--- src/rtl/tetris_pkg.sv ---
// Shared definitions for the piece pipeline.
// Contents:
//   IDX_W          piece index width (fixed by the generator interface)
//   PIECE_*        piece codes 0..6, PIECE_INVALID = 7
//   queue_state_e  piece_queue FSM states
//   piece_valid()  true for codes the queue accepts
package tetris_pkg;

  localparam int IDX_W = 3;

  localparam logic [IDX_W-1:0] PIECE_I       = 3'd0;
  localparam logic [IDX_W-1:0] PIECE_J       = 3'd1;
  localparam logic [IDX_W-1:0] PIECE_L       = 3'd2;
  localparam logic [IDX_W-1:0] PIECE_O       = 3'd3;
  localparam logic [IDX_W-1:0] PIECE_S       = 3'd4;
  localparam logic [IDX_W-1:0] PIECE_T       = 3'd5;
  localparam logic [IDX_W-1:0] PIECE_Z       = 3'd6;
  localparam logic [IDX_W-1:0] PIECE_INVALID = 3'd7;

  typedef enum logic [1:0] {
    IDLE = 2'd0,
    FILL = 2'd1,
    RUN  = 2'd2,
    HALT = 2'd3
  } queue_state_e;

  function automatic logic piece_valid(input logic [IDX_W-1:0] idx);
    return idx <= PIECE_Z;
  endfunction

endpackage

--- src/rtl/piece_shift_fifo.sv ---
// Shift-toward-head FIFO: slot 0 is always the oldest entry, so the head and
// the preview slots are plain register reads.
// Ports:
//   clk, rst_n   clock, async active-low reset
//   flush_i      clears all entries and the count (wins over push/pop)
//   push_i       write data_i at the tail (caller guarantees not full,
//                unless pop_i is also high)
//   pop_i        drop the head, shift remaining entries toward slot 0
//   data_i       entry to push
//   head_o       slot 0
//   count_o      number of valid entries
//   preview_o    flat slot array, slot k at [k*W +: W]; unused slots read 0
module piece_shift_fifo #(
  parameter int DEPTH = 3,
  parameter int W     = 3
) (
  input  logic                       clk,
  input  logic                       rst_n,
  input  logic                       flush_i,
  input  logic                       push_i,
  input  logic                       pop_i,
  input  logic [W-1:0]               data_i,
  output logic [W-1:0]               head_o,
  output logic [$clog2(DEPTH+1)-1:0] count_o,
  output logic [DEPTH*W-1:0]         preview_o
);

  localparam int CW = $clog2(DEPTH+1);

  logic [W-1:0]  mem_q [DEPTH];
  logic [W-1:0]  mem_d [DEPTH];
  logic [CW-1:0] cnt_q;
  logic [CW-1:0] cnt_d;
  logic [CW-1:0] tail;

  // On a simultaneous pop the tail has already moved down one slot.
  assign tail = pop_i ? cnt_q - CW'(1) : cnt_q;

  always_comb begin
    for (int k = 0; k < DEPTH; k++) mem_d[k] = mem_q[k];
    cnt_d = cnt_q;
    if (flush_i) begin
      for (int k = 0; k < DEPTH; k++) mem_d[k] = '0;
      cnt_d = '0;
    end else begin
      if (pop_i) begin
        for (int k = 0; k < DEPTH-1; k++) mem_d[k] = mem_q[k+1];
        mem_d[DEPTH-1] = '0;
      end
      if (push_i) begin
        for (int k = 0; k < DEPTH; k++) begin
          if (CW'(k) == tail) mem_d[k] = data_i;
        end
      end
      cnt_d = cnt_q + CW'(push_i) - CW'(pop_i);
    end
  end

  always_ff @(posedge clk or negedge rst_n) begin
    if (!rst_n) begin
      for (int k = 0; k < DEPTH; k++) mem_q[k] <= '0;
      cnt_q <= '0;
    end else begin
      for (int k = 0; k < DEPTH; k++) mem_q[k] <= mem_d[k];
      cnt_q <= cnt_d;
    end
  end

  assign head_o  = mem_q[0];
  assign count_o = cnt_q;

  for (genvar g = 0; g < DEPTH; g++) begin : g_preview
    assign preview_o[g*W +: W] = mem_q[g];
  end

  // Overflow and underflow cannot occur with a well-behaved caller.
  a_no_overflow: assert property (@(posedge clk) disable iff (!rst_n)
    !(!flush_i && push_i && !pop_i && cnt_q == CW'(DEPTH)));
  a_no_underflow: assert property (@(posedge clk) disable iff (!rst_n)
    !(!flush_i && pop_i && cnt_q == '0));

endmodule

--- src/rtl/piece_queue.sv ---
// Consumer side of the piece-index generator. Fetches one index per cycle
// while the queue has room, drops the invalid code, and hands the head piece
// to the board on request.
// Ports:
//   clk, rst_n    clock, async active-low reset
//   start         new-game pulse: flush and refill (highest priority)
//   gameover      level: freeze queue and generator (enters HALT)
//   gen_index     current generator value
//   gen_update    advance strobe to the generator (combinational)
//   spawn_req     one-cycle request for the next piece
//   spawn_ack     registered one-cycle pulse, spawn_piece valid with it
//   spawn_piece   delivered piece, held between acks
//   preview       queue slots, slot 0 = head
//   count         valid entries
//   ready         high in RUN
//   dbg_state     current FSM state
// Handshake: spawn_req is a request pulse that is remembered (pending) until
// served; a request is served on the clock edge where the state is RUN, the
// queue is non-empty and nothing freezes the queue; spawn_ack/spawn_piece
// appear in the cycle after that edge. Extra requests while one is pending
// merge into it.
module piece_queue
  import tetris_pkg::*;
#(
  parameter int DEPTH = 3
) (
  input  logic                       clk,
  input  logic                       rst_n,
  input  logic                       start,
  input  logic                       gameover,
  input  logic [IDX_W-1:0]           gen_index,
  output logic                       gen_update,
  input  logic                       spawn_req,
  output logic                       spawn_ack,
  output logic [IDX_W-1:0]           spawn_piece,
  output logic [DEPTH*IDX_W-1:0]     preview,
  output logic [$clog2(DEPTH+1)-1:0] count,
  output logic                       ready,
  output logic [1:0]                 dbg_state
);

  localparam int CW = $clog2(DEPTH+1);

  queue_state_e   state_q, state_d;
  logic           pending_q, pending_d;
  logic           ack_q, ack_d;
  logic [IDX_W-1:0] piece_q, piece_d;

  logic           active;
  logic           fetch;
  logic           push;
  logic           pop;
  logic           want;
  logic [IDX_W-1:0] head;
  logic [CW-1:0]  cnt;

  piece_shift_fifo #(.DEPTH(DEPTH), .W(IDX_W)) u_fifo (
    .clk       (clk),
    .rst_n     (rst_n),
    .flush_i   (start),
    .push_i    (push),
    .pop_i     (pop),
    .data_i    (gen_index),
    .head_o    (head),
    .count_o   (cnt),
    .preview_o (preview)
  );

  // Queue may move only in FILL/RUN, and never in a start or gameover cycle.
  assign active = (state_q == FILL || state_q == RUN) && !start && !gameover;
  // Room is judged on the pre-edge count, so a full queue never pushes even
  // when it pops in the same cycle.
  assign fetch  = active && (cnt < CW'(DEPTH));
  assign push   = fetch && piece_valid(gen_index);
  // A fresh request is served in the same cycle it arrives, giving a
  // one-cycle request-to-ack latency on a non-empty queue.
  assign want   = pending_q || spawn_req;
  assign pop    = active && (state_q == RUN) && want && (cnt != '0);

  always_comb begin
    state_d   = state_q;
    pending_d = active && want && !pop;
    ack_d     = pop;
    piece_d   = pop ? head : piece_q;
    if (start) begin
      state_d = FILL;
    end else begin
      case (state_q)
        IDLE: state_d = IDLE;
        FILL: begin
          if (gameover) state_d = HALT;
          else if (push && cnt == CW'(DEPTH-1)) state_d = RUN;
        end
        RUN:  if (gameover) state_d = HALT;
        HALT: state_d = HALT;
        default: state_d = IDLE;
      endcase
    end
  end

  always_ff @(posedge clk or negedge rst_n) begin
    if (!rst_n) begin
      state_q   <= IDLE;
      pending_q <= 1'b0;
      ack_q     <= 1'b0;
      piece_q   <= '0;
    end else begin
      state_q   <= state_d;
      pending_q <= pending_d;
      ack_q     <= ack_d;
      piece_q   <= piece_d;
    end
  end

  assign gen_update  = fetch;
  assign spawn_ack   = ack_q;
  assign spawn_piece = piece_q;
  assign count       = cnt;
  assign ready       = (state_q == RUN);
  assign dbg_state   = state_q;

endmodule

--- config.mk ---
export PLATFORM = sky130hd
export DESIGN_NAME = piece_queue
export DESIGN_NICKNAME = d
export VERILOG_FILES = /design/src/rtl/tetris_pkg.sv /design/src/rtl/piece_shift_fifo.sv /design/src/rtl/piece_queue.sv
export SDC_FILE = /design/constraint.sdc
export NUM_CORES = 1
export LEC_CHECK = 0
export CELL_PAD_IN_SITES_DETAIL_PLACEMENT = 0
export CELL_PAD_IN_SITES_GLOBAL_PLACEMENT = 1
export CORE_AREA = 2 2 60 62
export DETAILED_ROUTE_END_ITERATION = 8
export DIE_AREA = 0 0 62 64
export PLACE_DENSITY_LB_ADDON = 0.1
export SYNTH_ARGS = -nofsm -noshare
export SYNTH_HDL_FRONTEND = slang
export SYNTH_HIERARCHICAL = 1
export SYNTH_SLANG_ARGS = --single-unit
--- constraint.sdc ---
create_clock -name clk -period 2.5 [get_ports clk]
set_input_delay 0.75 -clock clk [delete_from_list [all_inputs] [get_ports clk]]
set_output_delay 0.75 -clock clk [all_outputs]
set_load 0.1 [all_outputs]
# After elaboration in Yosys (flattened, before gate mapping)
# Index checks and enable logic that the tools add are counted.
totals:
  register_bits: 18
  elab_cells: 53
classes:
  n_reduce_logical: 19
  mux: 13
  n_addsub: 3
  n_lt_le_gt_ge: 2
  n_eq_ne: 8
op_table:
  columns: ["op", "n"]
  rows:
  - ["$mux 9", 3]
  - ["$mux 2", 6]
  - ["$logic_and 1x1->1", 10]
  - ["$mux 3", 3]
  - ["$pmux 2 s4", 1]
  - ["$eq 2x2->1 const B", 3]
  - ["$logic_not 2->1", 2]
  - ["$ne 4x3->1 const B", 1]
  - ["$le 3x3->1 const B", 1]
  - ["$logic_not 1->1", 3]
  - ["$ne 3x3->1 const B", 1]
  - ["$add 2x1->2", 1]
  - ["$eq 1x2->1 const A", 1]
  - ["$eq 2x1->1 const B", 1]
  - ["$eq 2x2->1 const A", 1]
  - ["$logic_or 1x1->1", 2]
  - ["$lt 2x2->1 const B", 1]
  - ["$reduce_and 2->1", 1]
  - ["$reduce_bool 2->1", 1]
  - ["$sub 2x1->2", 1]
  - ["$sub 2x1->2 const B", 1]

# Longest topological paths before layout
depth:
  word_depth: 12
  mapped_depth: 10
  mapped_depth_nobuf: 10

# By module
# The synthesis kept the hierarchy.
modules_own_cells:
  columns: ["mod", "instances", "seq_area_each_um2", "cells_per_inst", "area_per_inst_um2"]
  rows:
  - ["piece_shift_fifo", 1, 275.3, 61, 614.3]
  - ["piece_queue", 1, 175.2, 32, 395.4]

# Least setup slack after synthesis
# OpenSTA, ideal clock, no wires.
synth_timing:
  path_type: "register -> register"
  start: "register state_q[0] (netlist: dbg_state[0])"
  end: "register u_fifo.mem_q (netlist bit u_fifo/preview_o[6])"
  path_stages_with_launch: 11
  t_arrival_ps: 4344
  period_less_slack_ps: 4474
  path_slack_ps: -1974
  n_path_buf: 1
  t_required_ps: 2370
  path_cell_list: "dfrtp_1 inv_1 ha_1 or3b_4 a21oi_1 nor2b_1 and2_1 buf_2 a21oi_1 a32oi_1 nor2_1"
synth_rtl:
  columns: ["element", "line", "source"]
  rows:
  - ["from (decl)", "piece_queue.sv:44", "queue_state_e state_q, state_d;"]
  - ["from (signal assigned)", "piece_queue.sv:108", "state_q <= state_d;"]
  - ["to (decl)", "piece_shift_fifo.sv:30", "logic [W-1:0] mem_q [DEPTH];"]

# Worst setup path after layout
layout_timing:
  start: "register state_q[1] (netlist: dbg_state[1])"
  end: "output gen_update"
layout_via:
  elab_chain_cells: 5
  word_cells_on_any_way: 6
layout_rtl:
  columns: ["element", "line", "source"]
  rows:
  - ["$eq 2x1->1 or $eq 2x2->1 (tied branches)", "piece_queue.sv:70", "assign active = (state_q == FILL || state_q == RUN) && !start && !gameover;"]
  - ["$logic_or 1x1->1 (*)", "piece_queue.sv:70", null]
  - ["$logic_and 1x1->1 (*) (2 in series)", "piece_queue.sv:70", null]
  - ["$logic_and 1x1->1 (*)", "piece_queue.sv:73", "assign fetch = active && (cnt < CW'(DEPTH));"]
  - ["to (decl)", "piece_queue.sv:32", "output logic gen_update,"]
# Mark *: on every way between the ends. The rest lies on a longest branch, timed or not.

==> flow_metrics.env <==
export IMPL_muxShareOfSynthArea=0.08550
export IMPL_cts_hold_buf=0
export IMPL_yosysUniqueCellTypes=32
export IMPL_synthXorXnorAreaFrac=0.04213
export IMPL_die_area_um2=3968
export IMPL_slowest_delay_ns=0.45
export IMPL_slowest_stage="dfrtp_4"
export IMPL_status="complete, but fails checks"
export IMPL_cts_tree="yes"
export IMPL_drive_gt1_frac=0.5145
export IMPL_die_w_um=62
export IMPL_syn_num_nets=107
export IMPL_async_flop_share=1.000
export IMPL_drc_errors=0
export IMPL_nNetsFinal=153
export IMPL_crit_arrival_ns=1.89
export IMPL_cts_root_buffer="clkbuf_4"
export IMPL_final_period_utilization=1.055
export IMPL_cp_cell_sequence="inv_4, ha_4, or3b_4, buf_6, a21oi_4, buf_12"
export IMPL_hp_class="reg -> reg"
export IMPL_place_ws_ns=-0.3499
export IMPL_vias=875
export IMPL_antenna_left=0
export IMPL_numCtsBuffers=3
export IMPL_clkLatencyLatePin_ns=0.30
export IMPL_grt_pass1_vias=869
export IMPL_startpoint_type="flop"
export IMPL_routed_wl_um=2650
export IMPL_dpl_cell_count=173
export IMPL_final_setup_skew_ns=0.01002
export IMPL_synthFlopType="dfrtp_1"
export IMPL_reg2reg_from="dbg_state[1]"
export IMPL_synth_top_cell_by_area="dfrtp_1"
export IMPL_violations="negative setup slack"
export IMPL_syn_inst=93
export IMPL_die_y_um=64
export IMPL_finalHoldViolations=0
export IMPL_worstMarginPinSlew_ns=0.4646
export IMPL_core_area_um2=3284
export IMPL_synth_top_family_by_area="simple AND/OR/NAND/NOR gates"
export IMPL_maxCapViolCount=0
export IMPL_synth_seq_cells=18
export IMPL_io_pins=27
export IMPL_p_per_area_nw_per_um2=765.5
export IMPL_gp_congestion=0.8028
export IMPL_grt_max_degree=15
export IMPL_nFillCells=304
export IMPL_timing_critical_path_from="dbg_state[1]"
export IMPL_synth_edf_count=0
export IMPL_ys_warn_count=6
export IMPL_endpoint="gen_update"
export IMPL_synthAdderAreaFrac=0.07435
export IMPL_finalSetupViolCount=1
export IMPL_synth_area_top_cells="dfrtp_1 45%, ha_1 7.4%, mux2_1 3.3%, nor2b_1 3.1%, mux2i_1 3.0%"
export IMPL_h_tree_depth=1
export IMPL_crit_path_end_kind="primary output"
export IMPL_worstSetupPathType="reg -> out"
export IMPL_fmax_mhz=379.3
export IMPL_synth_avg_cell_area_um2=10.86
export IMPL_drv_slew=0
export IMPL_portBuffers=26
export IMPL_design_area_um2=1643
export IMPL_crit_required_ns=1.75
export IMPL_place_area_um2=1446
export IMPL_ctsLongestPathBuffers=2
export IMPL_layout_setup_ws_ns=-0.1364
export IMPL_rows=21
export IMPL_post_drt_wl_per_cell_um=14.40
export IMPL_slew_headroom=0.6893
export IMPL_grt_pass1_wl_um=4209
export IMPL_post_route_min_period_ns=2.636
export IMPL_synth_simple_gate_area_frac=0.1599
export IMPL_cts_sinks=18
export IMPL_rr_endpoint="u_fifo/head_o[1]"
export IMPL_drt_initial_drc_count=25
export IMPL_viasPerCell=4.755
export IMPL_initial_core_util=0.3074
export IMPL_antenna_found_initial=0
export IMPL_final_cells=184
export IMPL_grtUsageTotal=0.1436
export IMPL_firstDrtPassIters=4
export IMPL_path_clk_slew_ns=0.12
export IMPL_synth_compound_area_frac=0.1338
export IMPL_leakage_nw=0.7565
export IMPL_utilization=0.5002
export IMPL_hp_start="spawn_piece[0]"
export IMPL_rsz0062_at_grt="yes"
export IMPL_reg2reg_depth=11
export IMPL_antenna_cells=0
export IMPL_path_max_fanout=2
export IMPL_synth_cell_area_um2=1010
export IMPL_syn2layout_area_growth_pct=62.70
export IMPL_ys_seq_area_frac=0.4461
export IMPL_rrSetupSlack_ns=0.04
export IMPL_hold_ws_ns=0.4950
export IMPL_overflow=0
export IMPL_vdd_drop_max_uv=334.3
export IMPL_hpwlAfterDp_um=1827
export IMPL_synth_top_area_share=0.4461
synthesized netlist by cell type, types with 2 or more instances:
library cell,number
inv_1,6
buf_2,2
mux2_2,2
a32oi_1,3
mux2i_1,3
a221oi_1,3
dfrtp_1,18
mux2_1,3
o41ai_1,3
ha_1,6
xor2_1,2
buf_4,3
nor2_1,7
nor3_1,6
nor2b_1,5
a21oi_1,5
logic make-up (layout without fill, tap and decap cells):
kind of cell / count (synthesis) / in the layout
fa+ha+maj: 6 / 6
compound gates: 18 / 18
mux: 8 / 8
flops: 18 / 18
buf+inv: 12 / 56
simple gates: 27 / 27
xor+xnor: 4 / 5
layer usage:
| layer | up-vias | part of all wire | GRT usage |
|---|---|---|---|
| li1 | 424 | - | - |
| met3 | 2 | 0.032 | 0.02429 |
| met1 | 429 | 0.49 | 0.2159 |
| met4 | 0 | 0.0045 | 0.03989 |
| met2 | 20 | 0.47 | 0.2083 |
| met5 | - | 0 | 0 |
report_power, final:
| part | leakage (nW) | switching, W | internal [W] |
|---|---|---|---|
| combinational | 0.493 | 0.000457 | 0.000254 |
| sequential | 0.243 | 0.0000322 | 0.000329 |
| clock | 0.0210 | 0.0000963 | 0.0000886 |
registers in the layout (all words and copies together) (netlist names):
signal and flops:
spawn_piece 3, u_fifo/head_o 3, dbg_state 2, pending_q 1, u_fifo/preview_o 6, spawn_ack 1, u_fifo/count_o 2
layout make-up:
class / instances / area (µm²) / share of cell area
clock buffers: 4 / 36.28 / 0.02209
inverters: 6 / 27.53 / 0.01676
repair buffers: 46 / 405.4 / 0.2468
well taps: 46 / 57.56 / 0.03503
flip-flops and latches: 18 / 457.9 / 0.2788
multi-input cells: 64 / 658.1 / 0.4006
critical path, delay by kind of cell, from the launching register on:
kind,cells,cell delay [ns]
compound gates,1,0.14
fa+ha+maj,1,0.25
simple gates,1,0.38
flops,1,0.45
buf+inv,3,0.36
per-stage QoR:
stage / power [W] / TNS [ns]
3_5_place_dp: 0.001003 / -3.910
2_1_floorplan: 0.0008462 / -4.069
5_1_grt: 0.001337 / -0.2820
6_report: 0.001258 / -0.1364
3_3_place_gp: 0.001003 / -3.822
4_1_cts: 0.001231 / -0.1544
timing repair:
item	CTS	global route
buffers inserted	4	2
pin swaps	1	5
cloned	0	1
endpoints found under the hold margin	0	0
gates resized for setup	3	15
setup endpoints to repair	2	11
worst min path at each step:
stage | to | cells after the start | slack (ns)
after detailed placement | spawn_piece[0] | 1 | 0.48
after floorplan | pending_q | 0 | 0.45
after CTS | spawn_piece[0] | 1 | 0.51
final | spawn_piece[0] | 1 | 0.49
after global routing | spawn_piece[0] | 1 | 0.52
after global placement | spawn_piece[2] | 1 | 0.47
layout by cell type, fill, tap and decap left out, types with 3 or more instances in the layout:
cell type,n
buf_4,34
a32oi_1,3
buf_12,3
clkdlybuf4s50_1,5
dfrtp_1,16
nor2b_1,4
nor3_1,6
clkbuf_4,3
mux2i_1,3
inv_1,3
nor2_1,7
mux2_1,3
ha_4,3
No activity file was read; power rests on OpenSTA's default activity.
